===== config.mk =====
export PLATFORM = sky130hd
export DESIGN_NAME = rf_wb_arbiter
export DESIGN_NICKNAME = d
export VERILOG_FILES = /design/src/rtl/rf_wb_arbiter.sv
export SDC_FILE = /design/constraint.sdc
export NUM_CORES = 1
export LEC_CHECK = 0
export CAP_MARGIN = 15
export CORE_ASPECT_RATIO = 1.4
export CORE_MARGIN = 2
export CORE_UTILIZATION = 50
export CTS_CLUSTER_DIAMETER = 60
export DETAILED_ROUTE_END_ITERATION = 8
export DONT_BUFFER_PORTS = 1
export PLACE_DENSITY = 0.68
export SLEW_MARGIN = 30
export SYNTH_ARGS = -nofsm -noshare
export SYNTH_HDL_FRONTEND = slang
export SYNTH_SLANG_ARGS = --single-unit

===== constraint.sdc =====
create_clock -name clk -period 1.6 [get_ports clk]
set_input_delay 0.32 -clock clk [delete_from_list [all_inputs] [get_ports clk]]
set_output_delay 0.32 -clock clk [all_outputs]
set_load 0.005 [all_outputs]

===== src/rtl/rf_wb_arbiter.sv =====
// Write-back arbiter: execute and memory requesters share the register file's single write port.
// Optional macro RF_WB_XZR_DISCARD_EN: writes to register 31 are handshaken but never reach the port.
module rf_wb_arbiter #(
   parameter int DATA_W   = 64,
   parameter int ADDR_W   = 5,
   parameter int MAX_WAIT = 3
) (
   input  logic              clk,
   input  logic              reset,
   input  logic              ex_valid,
   input  logic [ADDR_W-1:0] ex_rd,
   input  logic [DATA_W-1:0] ex_data,
   output logic              ex_ready,
   input  logic              mem_valid,
   input  logic [ADDR_W-1:0] mem_rd,
   input  logic [DATA_W-1:0] mem_data,
   output logic              mem_ready,
   output logic [ADDR_W-1:0] rf_Rd,
   output logic [DATA_W-1:0] rf_dataWrite,
   output logic              rf_enable_registros,
   output logic              ex_starved
);

   // Handshake: a write moves when valid && ready in the same cycle; ready is combinational
   // from this cycle's valids and wait_cnt, one-hot, and never raised without valid.
   localparam logic [3:0] MAX_W = 4'(MAX_WAIT);

   logic [3:0]        wait_cnt;
   logic              grant_ex;
   logic              grant_mem;
   logic              xfer;
   logic              write_en;
   logic [ADDR_W-1:0] sel_rd;
   logic [DATA_W-1:0] sel_data;

   // Memory wins contention until execute has been refused MAX_WAIT cycles in a row.
   always_comb begin
      grant_ex  = 1'b0;
      grant_mem = 1'b0;
      if (!reset) begin
         if (ex_valid && (!mem_valid || wait_cnt == MAX_W)) begin
            grant_ex = 1'b1;
         end else if (mem_valid) begin
            grant_mem = 1'b1;
         end
      end
   end

   assign ex_ready   = grant_ex;
   assign mem_ready  = grant_mem;
   assign ex_starved = (wait_cnt == MAX_W);
   assign xfer       = grant_ex | grant_mem;
   assign sel_rd     = grant_ex ? ex_rd   : mem_rd;
   assign sel_data   = grant_ex ? ex_data : mem_data;

`ifdef RF_WB_XZR_DISCARD_EN
   assign write_en = xfer && (sel_rd != ADDR_W'(31));
`else
   assign write_en = xfer;
`endif

   always_ff @(posedge clk) begin
      if (reset) begin
         wait_cnt <= 4'd0;
      end else if (!ex_valid || grant_ex) begin
         wait_cnt <= 4'd0;
      end else if (wait_cnt < MAX_W) begin
         wait_cnt <= wait_cnt + 4'd1;
      end
   end

   // Registered write port: enable pulses one cycle per accepted write, address/data hold otherwise.
   always_ff @(posedge clk) begin
      if (reset) begin
         rf_enable_registros <= 1'b0;
         rf_Rd               <= '0;
         rf_dataWrite        <= '0;
      end else begin
         rf_enable_registros <= write_en;
         if (write_en) begin
            rf_Rd        <= sel_rd;
            rf_dataWrite <= sel_data;
         end
      end
   end

endmodule


==> out/summary.txt <==
Lkg Pwr = 1.95 nW
Die area = 10900 µm²
Core region area = 9850 µm²
Worst hold path endpoint = rf_enable_registros
Maxcap violations = 0
Critical Path RT = 1.28 ns
Design Area, Final = 5570 µm²
Worst Max-Slew Pin Slew = 0.450 ns
Initial cell density of the core = 51.0%
CP Cell Sequence = ha_4 -> or3b_4 -> clkinv_8 -> buf_12
Layout area overhead = 10.9%
Slew HR = 70.0%
Compound-cell area share of the yosys netlist = 21.8%
Placed cell areas = 4920 µm²
Power per Cell Area = 901 nW/µm²
Slowest CP cell = or3b_4
Dpl hpwl = 8.83 mm
#FFs+latches synth = 74
Dpl cells = 654
Avg WL per Cell = 21.9 µm
DRC = 0
CP Launch Type = flip-flop
Synth Instances = 577
Reg2Reg Depth = 7
Ports = 215
Status = complete, but fails checks
CTS tree = yes
Seq/Total Area, Yosys = 29.5%
Cell accounting for the most synthesized area = dfxtp_1
Synth Area in XOR/XNOR = 0%
Post-Synth Simple-Gate Area = 25.3%
Num CTS Buffers = 9
First drt pass iteration count = 6
Die width = 88.7 µm
RSZ-0062 raised after global routing = true
Data arrival, critical path = 1.42 ns
Post-synthesis cell area = 5020 µm²
Fin nets = 687
Endpoints failing hold = 0
CP Class = reg -> out
Mux cell area share after synthesis = 13.8%
Diode count = 0
Dpl ws = -0.102 ns
Slew Limit Fails = 0
Worst-path maximum fanout = 5
Tcrit/Tclk final = 109%
Main combinational cell family by area after synthesis = simple AND/OR/NAND/NOR gates
Clock Tree Buf Depth = 2
Worst R2R End = rf_dataWrite[20]
Port bufs = 0
Post-Syn Area per Cell = 8.70 µm²
FF+latch area = 1480 µm²
Hold Crit Depth = 1
Multi-input logic area = 3140 µm²
Clk Latency, worst-skew pair = 0.32 ns
Worst hold path class = in -> reg
R2R setup slack = -0.10 ns
Die span in y = 123 µm
Peak supply drop = 0.550 mV
CTS root buffer = clkbuf_16
PnR worst setup slack = -0.139 ns
DR vias = 4635
Rows = 43
Net count after synthesis = 720
Antenna violations before repair = 0
Failing checks = negative setup slack
Adder-cell share of the synthesized area = 0.249%
Pin count of the biggest net entering global routing = 145
Synth cell types = 27
Top-area cell type share of the netlist area = 29.5%
Tmin final = 1.74 ns
Final wirelength = 15.0 mm
Final Core Density = 56.6%
Fillers = 902
CTS Hold Bufs = 0
Highest clock rate = 0.575 GHz
Clk sinks = 74
Vias per inst = 6.78
Level count of the clock H-tree = 3
Grt total ovfl = 0
Crit-path max cell delay = 0.43 ns
DRT antenna net count = 0
Setup-failing EPs final = 72
Most frequent cells in the layout = nand3_1 (134), dfxtp_1 (72), mux2i_1 (69), nand3b_1 (69), o21a_1 (69)
Setup crit end kind = primary output
Reg2reg start = wait_cnt[1]
Top post-synthesis cells by area = dfxtp_1 (29%), mux2i_1 (14%), nand3_1 (14%), nand3b_1 (10%), o21a_1 (10%)
Gp weighted congestion = 0.773
Initial DRC count = 263
First-pass GRT wire length = 21.2 mm
Synth Warn # = 0
Commonest non-fill, non-tap cell in the layout = nand3_1
Post-Layout Cell Count = 684
Hold path start = reset
Vias in the first global route = 4465
GRT Util Overall = 24.4%
Reg clk slew, reported paths = 0.06 ns
Layout cells sized above 1 = 10.9%
Clock Skew = 0.00466 ns
## state kept, by name, summed over array words and instances, names as in the netlist
| name | cells |
|---|---|
| rf_Rd | 5 |
| wait_cnt | 4 |
| rf_enable_registros | 1 |
| rf_dataWrite | 64 |
## per-stage QoR
stage | TNS (ns) | power (mW) | hold slack [ns]
after global placement | -1.32 | 2.71 | 0.407
after CTS | -0.385 | 5.07 | 0.0638
final | -5.22 | 5.02 | 0.0871
after global routing | -9.64 | 5.24 | 0.0608
after floorplan | 0 | 2.77 | 0.451
after detailed placement | -4.42 | 2.75 | 0.414
## repair_timing
item | 4_1_cts | 5_1_grt
gates resized for setup | 10 | 10
pin swaps | 3 | 3
gates cloned | 1 | 8
setup buffers | 4 | 1
setup endpoints to repair | 72 | 70
hold endpoints to repair | 0 | 0
## cells in the mapped netlist
cell type,count
or4_1,1
clkinv_8,1
clkbuf_1,28
nor2_1,2
buf_8,5
ha_1,1
o211ai_2,5
mux2i_1,69
and3_1,2
buf_6,13
or3b_1,1
nand3b_1,69
o211ai_1,64
nor2b_1,2
o21a_1,69
dfxtp_1,74
nand3_1,138
a21boi_0,1
buf_2,12
or4b_2,1
buf_4,3
nand2_1,1
o21ai_0,2
buf_1,8
a21boi_1,1
a21oi_1,2
clkbuf_4,2
## critical path: cells and delay by family, from the launching register on
family	cells	cell delay [ns]
flops	1	0.34
buf+inv	2	0.18
fa+ha+maj	1	0.13
simple gates	1	0.43
## cells by family after synthesis
| group | count (synthesis) |
|---|---|
| AOI/OAI and AO/OA | 144 |
| adders and majority gates | 1 |
| buffers and inverters | 72 |
| DFF | 74 |
| muxes | 69 |
| and+or+nand+nor | 217 |
## area by class of cell
cell class                      instances  area share (%)
Multi-Input combinational cell        431            56.3
Timing Repair Buffer                   27            7.73
Tap cell                              135            3.03
Inverter                                1           0.292
Sequential cell                        74            26.6
Clock buffer                           11            4.18
Clock inverter                          5            1.84
## per-layer routing
layer / share of wire (%) / vias to the layer above / track usage [%]
li1: - / 2111 / -
met1: 36 / 2238 / 27.2
met2: 51 / 251 / 40.9
met3: 10 / 35 / 8.47
met4: 3.0 / 0 / 11.3
met5: 0 / - / 0
## report_power, final
part           internal [mW]  switching [mW]
registers               2.00           0.133
logic                  0.351           0.226
clock network           1.52           0.781
## worst max path at each step
stage           startpoint    endpoint  slack, ns  depth (start not counted)
5_1_grt        wait_cnt[1]  ex_starved      -0.20                          4
2_1_floorplan  wait_cnt[0]    ex_ready      0.006                          5
4_1_cts        wait_cnt[1]    ex_ready      -0.15                          3
3_5_place_dp   wait_cnt[0]    ex_ready      -0.10                          3
6_report       wait_cnt[1]  ex_starved      -0.14                          4
3_3_place_gp   wait_cnt[0]    ex_ready      -0.07                          3
Power figures use the tool's default switching activity.
